File: src/rtl/conv_window_ctrl.sv
// Sliding-window sequencer: drives the shared line-buffer shift-enable, tracks raster
// position and presents K x K windows with back-pressure. Optional: CONV_WIN_STRIDE2_EN.
module conv_window_ctrl #(
    parameter int IMG_W = 28,
    parameter int IMG_H = 28,
    parameter int K     = 3
) (
    input  logic                       clk,
    input  logic                       rst,
    input  logic                       start,
    output logic                       busy,
    output logic                       done,
    input  logic                       pix_valid,
    output logic                       pix_ready,
    output logic                       sr_ce,
    output logic                       win_valid,
    input  logic                       win_ready,
    output logic [$clog2(IMG_H)-1:0]   win_row,
    output logic [$clog2(IMG_W)-1:0]   win_col
`ifdef CONV_WIN_STRIDE2_EN
    ,
    input  logic                       cfg_stride2
`endif
);

    localparam int ROW_W = $clog2(IMG_H);
    localparam int COL_W = $clog2(IMG_W);

    typedef enum logic [1:0] {
        S_IDLE,
        S_STREAM,
        S_DRAIN
    } state_t;

    state_t             r_state;
    logic [ROW_W-1:0]   r_row;
    logic [COL_W-1:0]   r_col;
    logic               r_win_valid;
    logic [ROW_W-1:0]   r_win_row;
    logic [COL_W-1:0]   r_win_col;
    logic               r_done;

    logic               w_pix_ready;
    logic               w_accept;
    logic               w_last_col;
    logic               w_last_row;
    logic               w_stride_ok;
    logic               w_win_gen;

    // Stall only when a window is pending and not being taken this cycle.
    assign w_pix_ready = (r_state == S_STREAM) && !(r_win_valid && !win_ready);
    assign w_accept    = pix_valid && w_pix_ready;
    assign w_last_col  = (r_col == COL_W'(IMG_W - 1));
    assign w_last_row  = (r_row == ROW_W'(IMG_H - 1));

`ifdef CONV_WIN_STRIDE2_EN
    localparam logic KM1_ODD = ((K - 1) % 2) == 1;
    logic r_stride2;

    // Parity of (pos - K + 1) equals parity of pos xor parity of (K - 1).
    assign w_stride_ok = !r_stride2 || ((r_row[0] == KM1_ODD) && (r_col[0] == KM1_ODD));

    always_ff @(posedge clk or posedge rst) begin
        if (rst)
            r_stride2 <= 1'b0;
        else if (r_state == S_IDLE && start)
            r_stride2 <= cfg_stride2;
    end
`else
    assign w_stride_ok = 1'b1;
`endif

    assign w_win_gen = w_accept && (r_row >= ROW_W'(K - 1)) && (r_col >= COL_W'(K - 1))
                       && w_stride_ok;

    // NOTE: sequential state uses non-blocking assignments only, so every register
    // samples the pre-edge values regardless of statement order.
    always_ff @(posedge clk or posedge rst) begin
        if (rst) begin
            r_state     <= S_IDLE;
            r_row       <= '0;
            r_col       <= '0;
            r_win_valid <= 1'b0;
            r_win_row   <= '0;
            r_win_col   <= '0;
            r_done      <= 1'b0;
        end else begin
            r_done <= 1'b0;
            case (r_state)
                S_IDLE: begin
                    if (start) begin
                        r_state <= S_STREAM;
                        r_row   <= '0;
                        r_col   <= '0;
                    end
                end
                S_STREAM: begin
                    if (w_accept) begin
                        if (w_last_col) begin
                            r_col <= '0;
                            if (w_last_row)
                                r_state <= S_DRAIN;
                            else
                                r_row <= r_row + 1'b1;
                        end else begin
                            r_col <= r_col + 1'b1;
                        end
                    end
                end
                S_DRAIN: begin
                    if (!r_win_valid || win_ready) begin
                        r_state <= S_IDLE;
                        r_done  <= 1'b1;
                    end
                end
                default: r_state <= S_IDLE;
            endcase

            // A new window overrides a same-cycle consume; otherwise a consume clears.
            if (w_win_gen) begin
                r_win_valid <= 1'b1;
                r_win_row   <= r_row - ROW_W'(K - 1);
                r_win_col   <= r_col - COL_W'(K - 1);
            end else if (win_ready) begin
                r_win_valid <= 1'b0;
            end
        end
    end

    assign busy      = (r_state != S_IDLE);
    assign done      = r_done;
    assign pix_ready = w_pix_ready;
    assign sr_ce     = w_accept;
    assign win_valid = r_win_valid;
    assign win_row   = r_win_row;
    assign win_col   = r_win_col;

endmodule

File: config.mk
export PLATFORM = sky130hd
export DESIGN_NAME = conv_window_ctrl
export DESIGN_NICKNAME = d
export VERILOG_FILES = /design/src/rtl/conv_window_ctrl.sv
export SDC_FILE = /design/constraint.sdc
export NUM_CORES = 1
export LEC_CHECK = 0
export CAP_MARGIN = 5
export CELL_PAD_IN_SITES_DETAIL_PLACEMENT = 1
export CELL_PAD_IN_SITES_GLOBAL_PLACEMENT = 2
export CORE_UTILIZATION = 25
export CTS_BUF_LIST = sky130_fd_sc_hd__clkbuf_4
export CTS_CLUSTER_DIAMETER = 150
export DETAILED_ROUTE_END_ITERATION = 7
export PLACE_DENSITY = 0.66
export SLEW_MARGIN = 20
export SYNTH_ARGS = -nofsm -noshare
export SYNTH_HDL_FRONTEND = slang
export SYNTH_SLANG_ARGS = --single-unit
File: constraint.sdc
create_clock -name clk -period 1.8 [get_ports clk]
set_clock_uncertainty 0.1 [all_clocks]
set_input_delay 0.36 -clock clk [delete_from_list [all_inputs] [get_ports clk]]
set_output_delay 0.36 -clock clk [all_outputs]
set_load 0.02 [all_outputs]
Word level (Yosys, flattened, before mapping)
Cells that the tools add are included.
- output and inout bits: 15
- register bits: 24
- input bits: 5
- reductions and logical operators: 16
- equality and inequality tests: 10
- add/sub/neg operators: 4
- order comparisons: 2
- muxes and demuxes: 18
- operators by type and width (kind ; count):
    two-way mux 5 bit ; 6
    one-hot mux 5 bit (2 select lines) ; 2
    inequality test 2 bit (second input constant) ; 6
    adder 5 x 1 -> 5 bit (second input constant) ; 2
    equality test 5 bit (second input constant) ; 2
    greater-or-equal comparator 5 x 2 -> 1 bit (second input constant) ; 2
    two-way mux 2 bit ; 5
    AND reduction 5 bit ; 2
    subtractor 5 x 2 -> 5 bit (second input constant) ; 2
    one-hot mux 2 bit (3 select lines) ; 1
    nonzero test 2 bit ; 3
    logical AND 1 bit ; 5
    two-way mux 1 bit ; 4
    logical NOT 1 bit ; 3
    AND reduction 3 bit ; 1
    equality test 2 x 1 -> 1 bit (second input constant) ; 1
    equality test 2 bit (second input constant) ; 1
    logical NOT 2 bit ; 1
    logical OR 1 bit ; 1

Logic depth before layout (Yosys ltp)
Gate-level depths: netlist of run 1.
- word-level depth: 8
- mapped depth: 7
- depth with buffers taken out: 6

Worst setup path before layout of run 1
OpenSTA, ideal clock, no wires.
- path type: register -> register
- from: reg r_win_valid, in the netlist win_valid
- to: reg r_win_col[0], in the netlist win_col[0]
- path slack: -0.037 ns
- buffers on the path: 1
- cell stages (with the launch flop): 6
- clock period less this slack: 1.837 ns
- arrival: 1.612 ns
- cells stage by stage: dfrtp_1 > nor2b_1 > nor3b_4 > nand3_2 > buf_6 > mux2_4
- cells in the longest elaborated chain, start to end: 6
- RTL lines (item ; line ; source):
    start: declaration ; 38 ; logic r_win_valid;
    start signal: assignment ; 83 ; r_win_valid <= 1'b0;
    start signal: assignment ; 121 ; r_win_valid <= 1'b1;
    start signal: assignment ; 125 ; r_win_valid <= 1'b0;
    logical AND 1 bit ; 51 ; assign w_pix_ready = (r_state == S_STREAM) && !(r_win_valid && !win_ready);
    logical NOT 1 bit ; 51 ;
    logical AND 1 bit ; 51 ;
    logical AND 1 bit ; 52 ; assign w_accept = pix_valid && w_pix_ready;
    net sr_ce ; 15 ; output logic sr_ce,
    logical AND 1 bit (2 in a row) ; 73 ; assign w_win_gen = w_accept && (r_row >= ROW_W'(K - 1)) && (r_col >= COL_W'(K - 1))
    end signal: assignment ; 123 ; r_win_col <= r_col - COL_W'(K - 1);
    end: declaration ; 40 ; logic [COL_W-1:0] r_win_col;
The timed path passes the listed nets, and every way through them passes these cells.
A chain may end at the register's enable or synchronous reset.

Worst setup path after layout of run 1
- from: reg r_state[0]
- to: out busy
- cells in the longest elaborated chain, start to end: 1
- RTL lines (item ; line ; source):
    start: declaration ; 35 ; state_t r_state;
    start signal: assignment ; 80 ; r_state <= S_IDLE;
    start signal: assignment ; 92 ; r_state <= S_STREAM;
    start signal: assignment ; 102 ; r_state <= S_DRAIN;
    nonzero test 2 bit ; 130 ; assign busy = (r_state != S_IDLE);
    end: declaration ; 11 ; output logic busy,
Every way passes these cells.

==> summary.md, run 1 <==
| Metric | Value |
|---|---|
| Worst Path Arrival | 1.28 ns |
| Leak Pwr | 0.000969 uW |
| Initial antenna violation count | 0 |
| DRC Markers | 0 |
| GRT Resource Usage Total | 14.2% |
| Hold violation count in the final report | 0 |
| Num CTS Buffers | 3 |
| Final setup violation count | 0 |
| Largest net degree at the start of global routing | 25 |
| Hold crit path type | input pin to asynchronous set/reset pin |
| Detailed Place HPWL | 2920 um |
| Nets | 193 |
| Type of the worst setup path | register to output pin |
| Fin crit share | 96.9% |
| Pins Over Slew Limit | 0 |
| Syn Inst Count | 133 |
| Post-synth top area share | 42.9% |
| Crit path cell chain | buf_6 -> or2_4 -> buf_6 |
| Power Density | 1420 mW/mm^2 |
| Root Buffer | clkbuf_4 |
| Die extent in y | 76.9 um |
| Reg-to-reg slack, setup | 0.06 ns |
| P&R area growth vs syn | 42.9% |
| Syn nets | 146 |
| Post-layout util | 38.2% |
| I/O Buffers | 19 |
| Minimum clock period | 1.74 ns |
| Routed vias | 1188 |
| Maximum clock rate | 574 MHz |
| Critical Path RT | 1.34 ns |
| CP most frequent cell | buf_6 |
| Seq cells post-synth | 24 |
| Reg2reg path depth | 6 |
| Vias per cell | 4.77 |
| Layout cell share with drive strength beyond 1 | 34.1% |
| IO Count | 20 |
| Setup crit end kind | output pin |
| Max Fanout on Critical Path | 6 |
| Max cap viols | 0 |
| Commonest cells after routing, fill and taps aside | buf_4, dfrtp_1, inv_1, ha_1 |
| CP delay by family, top | flip-flops |
| Standard-cell rows | 26 |
| Commonest non-fill, non-tap cell in the layout | buf_4 |
| WL/cell | 16.0 um |
| Synth area leaders | dfrtp_1, mux2_4, ha_1 |
| Outcome | complete, no violations |
| Tot Pwr | 2840 uW |
| Final Routed Wirelength | 3970 um |
| Final ANT Viol Nets | 0 |
| Sequential element share of the synthesized area | 42.9% |
| Slew @ Worst Pin | 0.336 ns |
| Ant diodes | 0 |
| Register clock-pin slew on the reported worst setup and hold paths | 0.15 ns |
| Worst path bufs/invs | 2 |
| Vias in the first global route | 1350 |
| CTS Hold Bufs | 0 |
| CTS tree | done |
| Worst r2r src | r_row[1]$_DFFE_PP0P_ |
| GP Congestion | 0.799 |
| Max rail drop VDD | 0.543 mV |
| Startpoint Class | register |
| TritonRoute pass-1 iters | 5 |
| Crit path max-delay cell type | dfrtp_1 |
| # clock sinks | 24 |
| Netlist cell types | 38 |
| Ys Warns | 0 |
| Core ar. | 0.00524 sq mm |
| Die width | 76.9 um |
| First-pass GRT wire length | 6710 um |
| RSZ-0062 raised after global routing | yes |
| Crit-path max cell delay | 0.46 ns |
| Clk_lat worst skew | 0.32 ns |
| Remaining Overflow, GRT | 0 |
| RR Endpoint | win_row[4]$_DFFE_PP0P_ |
| Maximum clock insertion buffer count | 2 |
| Slew HR | 77.6% |
| Cell accounting for the most synthesized area | dfrtp_1 |
| Synthesized area per cell | 10.5 sq um |
| Depth of the CTS H-tree | 1 |
| Initial cell density of the core | 26.8% |
| Die area | 0.00591 sq mm |
| Cell area after synthesis | 0.00140 sq mm |
| Initial drt markers | 27 |
logic make-up after synthesis:
logic type / share of synthesized area, %
adders and majority gates: 7.14
AOI/OAI and AO/OA: 13.7
DFF: 42.9
buffers and inverters: 6.87
and+or+nand+nor: 17.1
xor gates and xnor gates: 2.50
muxes: 9.73
metal layers:
metal  global-route usage, %  share of wire (%)
met4                    3.27               0.48
met1                    16.5                 44
met5                       0                  0
met3                    2.26                3.1
met2                    26.8                 53
worst min-delay path: cells and delay by family:
family                 cells  cell delay (ns)
buffers and inverters      3             0.75
final cells by class:
| type | count | area, sq um |
|---|---|---|
| Inverter | 11 | 41.3 |
| Fill cell | 603 | 3230 |
| Sequential cell | 24 | 602 |
| Multi-Input combinational cell | 89 | 769 |
| Clock buffer | 3 | 22.5 |
| Timing Repair Buffer | 51 | 450 |
| Clock inverter | 1 | 30.0 |
| Tap cell | 70 | 87.6 |
report_power, final:
group | leakage, uW | internal [uW] | switching [uW] | total, uW
Sequential | 0.000282 | 748 | 149 | 897
Clock | 0.0000279 | 225 | 178 | 403
Combinational | 0.000659 | 800 | 739 | 1540
Total | 0.000969 | 1770 | 1070 | 2840
state kept, by name (all words and copies together), names as in the netlist:
| name | cells |
|---|---|
| r_row | 5 |
| r_col | 5 |
| win_col | 5 |
| win_row | 5 |
| r_state | 2 |
| done | 1 |
| win_valid | 1 |
cells in the mapped netlist:
master / instances
a211oi_1: 2
a21oi_1: 3
a2bb2oi_1: 1
a31oi_1: 1
and4b_1: 1
buf_2: 5
buf_6: 2
clkbuf_1: 2
dfrtp_1: 24
ha_1: 8
inv_1: 11
mux2_1: 1
mux2_4: 7
mux2i_1: 2
nand2_1: 6
nand2b_1: 5
nand3_1: 4
nand3_2: 1
nand3b_1: 2
nand4_1: 3
nand4b_1: 1
nor2_1: 8
nor2b_1: 3
nor3_1: 2
nor3b_1: 1
nor3b_4: 1
o21ai_0: 3
o21ai_1: 1
o21ba_1: 1
o22ai_1: 2
o31ai_1: 6
o41ai_1: 5
o41ai_2: 1
or2_0: 1
or2_2: 1
or3_1: 1
xnor2_1: 1
xor2_1: 3
worst max-delay path by stage:
stage	start	end	cells past startpoint
final	r_state[0]$_DFFE_PP0P_	busy	3
after global routing	r_col[0]$_DFFE_PP0P_	win_col[2]$_DFFE_PP0P_	9
after CTS	r_state[1]$_DFFE_PP0P_	sr_ce	3
after detailed placement	win_ready	sr_ce	4
after global placement	win_ready	sr_ce	4
after floorplan	r_state[1]$_DFFE_PP0P_	win_col[0]$_DFFE_PP0P_	5
stage by stage:
step	setup TNS, ns	hold WS [ns]	worst slack [ns]	instance area, sq um	std cells
2_1_floorplan	0	0.275	0.00396	1410	133
3_3_place_gp	-4.32	0.386	-0.382	1860	244
3_5_place_dp	-5.29	0.385	-0.407	1860	244
4_1_cts	-0.0000712	0.271	-0.0000712	1940	248
5_1_grt	-0.132	0.291	-0.0266	2000	249
6_report	0	0.274	0.0567	2000	249
what timing repair did:
item | in CTS | in global routing
endpoints found under the hold margin | 0 | 0
setup buffers | 0 | 1
endpoints found under the setup margin | 20 | 25
pin swaps | 1 | 1
resized for setup | 29 | 15
Note: power is estimated with default switching activity, not from simulation.
==> run 2, diff against run 1 <==
CAP_MARGIN = not set   (was 5)
==> results of run 2 <==
No change in the layout: final DEF, timing and power equal those of run 1.
==> run 3, diff against run 2 <==
CORE_MARGIN = 2   (was not set)
==> summary.md, run 3 (same netlist as run 1, synthesis figures left out) <==
| Metric | Value |
|---|---|
| P&R area growth vs syn | 44.3% |
| Depth of the CTS H-tree | 1 (unchanged) |
| Clock power frac | 14.0% (-0.2 points) |
| CTS tree | done |
| Nets | 193 (unchanged) |
| Leak Pwr | 0.000978 uW (+0.87%) |
| Outcome | finished with violations |
| Reg power frac | 31.7% (about the same) |
| CP delay by family, top | buffers and inverters |
| Root Buffer | clkbuf_4 |
| Busiest layer in global routing | met2 |
| Final worst slack | -0.0559 ns (-0.113 ns) |
| Final ANT Viol Nets | 0 (unchanged) |
| CTS Hold Bufs | 0 (unchanged) |
| Max cap viols | 0 (unchanged) |
| Failing checks | negative setup slack |
| Initial cell density of the core | 25.6% (-1.2 points) |
| I/O Buffers | 19 (unchanged) |
| Num CTS Buffers | 3 (unchanged) |
| Pins Over Slew Limit | 0 (unchanged) |
| Setup crit end kind | register |
| Worst path bufs/invs | 2 (unchanged) |
| Met1 usage | 16.3% (-0.21 points) |
| Layout cell share with drive strength beyond 1 | 35.2% (+1.1 points) |
| Detailed Place HPWL | 2660 um (-9.1%) |
| Die width | 78.9 um (+2.6%) |
| Reg2reg path depth | 6 (unchanged) |
| Tot Pwr | 2910 uW (+2.4%) |
| Fin area | 0.00202 sq mm (+0.94%) |
| Standard-cell rows | 27 (+3.8%) |
| Routed vias | 1162 (-2.2%) |
| Startpoint Class | input pin |
| M2 GR Usage | 23.9% (-2.9 points) |
| Internal power | 1830 uW (+3.0%) |
| Die area | 0.00622 sq mm (+5.3%) |
| Vias per cell | 4.63 (-3.0%) |
| Initial antenna violation count | 0 (unchanged) |
| Remaining Overflow, GRT | 0 (unchanged) |
| Ant diodes | 0 (unchanged) |
| Sw frac | 37.2% (-0.37 points) |
| Critical path startpoint | win_ready |
| Fin crit share | 103% (+6.3 points) |
| Max Fanout on Critical Path | 9 (+3) |
| Hold crit path type | input pin to asynchronous set/reset pin |
| Crit-path max cell delay | 0.52 ns (+0.06 ns) |
| Largest net degree at the start of global routing | 25 (unchanged) |
| GP Congestion | 0.757 (-5.2%) |
| RSZ-0062 raised after global routing | yes |
| GRT Resource Usage Total | 13.1% (-1.1 points) |
| Initial drt markers | 43 (+59%) |
| Final setup violation count | 1 (+1) |
| Power Density | 1440 mW/mm^2 (+1.5%) |
| Slew HR | 74.4% (-3.2 points) |
| Worst r2r src | r_state[0]$_DFFE_PP0P_ |
| Max rail drop VDD | 0.531 mV (-2.4%) |
| Hold violation count in the final report | 0 (unchanged) |
| Maximum clock rate | 539 MHz (-6.1%) |
| WL/cell | 15.1 um (-5.2%) |
| DRC Markers | 0 (unchanged) |
| Die extent in y | 78.9 um (+2.6%) |
| Clk_lat worst skew | 0.32 ns (about the same) |
| M3 GR Usage | 2.39% (+0.12 points) |
| Type of the worst setup path | input pin to register |
| DP Worst Slack | -0.414 ns (-0.00741 ns) |
| Final Routed Wirelength | 3800 um (-4.4%) |
| Slew @ Worst Pin | 0.378 ns (+0.0427 ns) |
| Reg-to-reg slack, setup | -0.04 ns (-0.10 ns) |
| Vias in the first global route | 1321 (-2.1%) |
| Register clock-pin slew on the reported worst setup and hold paths | 0.15 ns (about the same) |
| Levels on crit path | 6 (+3) |
| # clock sinks | 24 (unchanged) |
| Minimum clock period | 1.86 ns (+0.113 ns) |
| Commonest cells after routing, fill and taps aside | buf_4, dfrtp_1, inv_1, dlymetal6s2s_1 |
| Commonest non-fill, non-tap cell in the layout | buf_4 |
| Worst Path Arrival | 1.96 ns (+0.68 ns) |
| Crit path max-delay cell type | clkdlybuf4s50_1 |
| Setup TNS | -0.0559 ns (-0.0559 ns) |
| First-pass GRT wire length | 6340 um (-5.5%) |
| Maximum clock insertion buffer count | 2 (unchanged) |
| Critical Path RT | 1.90 ns (+0.56 ns) |
| Area of placed instances | 0.00185 sq mm (-0.81%) |
| Switching power | 1080 uW (+1.4%) |
| Core ar. | 0.00547 sq mm (+4.5%) |
| IO Count | 20 (unchanged) |
| TritonRoute pass-1 iters | 4 (-1) |
| Crit path cell chain | clkdlybuf4s50_1 -> nand2b_1 -> a31oi_1 -> or2_0 -> buf_4 -> o41ai_1 |
| Combinational power share | 54.3% (about the same) |
==> run 3: final timing paths <==
kind                                          end
hold / removal               r_row[0]$_DFFE_PP0P_
setup / recovery             r_row[0]$_DFFE_PP0P_
min in group clk           win_row[4]$_DFFE_PP0P_
max in group asynchronous    r_row[1]$_DFFE_PP0P_
setup reg to reg             r_row[0]$_DFFE_PP0P_
hold reg to reg            win_row[4]$_DFFE_PP0P_
==> run 3: worst min-delay path: cells and delay by family <==
kind / cells / cell delay [ns]
buffers and inverters: 3 / 0.78
==> run 3: cell type report <==
class,count,area [sq um]
Clock buffer,3,22.5
Clock inverter,1,30.0
Fill cell,631,3450
Inverter,11,41.3
Multi-Input combinational cell,89,763
Sequential cell,24,604
Tap cell,72,90.1
Timing Repair Buffer,51,470
==> run 3: per-layer routing <==
layer	part of all wire, %	vias to the layer above	routed length, um
met5	0	-	0
met4	0.37	0	14
met3	3.2	2	120
met2	50	26	1890
met1	47	570	1770
li1	-	564	-
==> run 3: timing repair <==
item,in CTS,in global routing
cloned,0,1
pin swaps,0,4
endpoints found under the hold margin,0,0
setup buffers,0,4
gates resized for setup,19,21
setup endpoints to repair,10,25
==> run 3: metrics by stage <==
stage          hold WS [ns]  instances  util, %
2_1_floorplan         0.275        133        -
3_3_place_gp          0.375        242     33.7
3_5_place_dp          0.387        242     33.7
4_1_cts               0.301        246     34.7
5_1_grt               0.319        251     36.9
6_report              0.290        251     36.9
==> run 3: power by group through the flow <==
stage	Clock [uW]	Combinational (uW)	Sequential, uW
detailed placement	0	1480	935
global route	442	1730	958
CTS	421	1470	922
finish	407	1580	920
global placement	0	1440	916
floorplan	0	699	1060
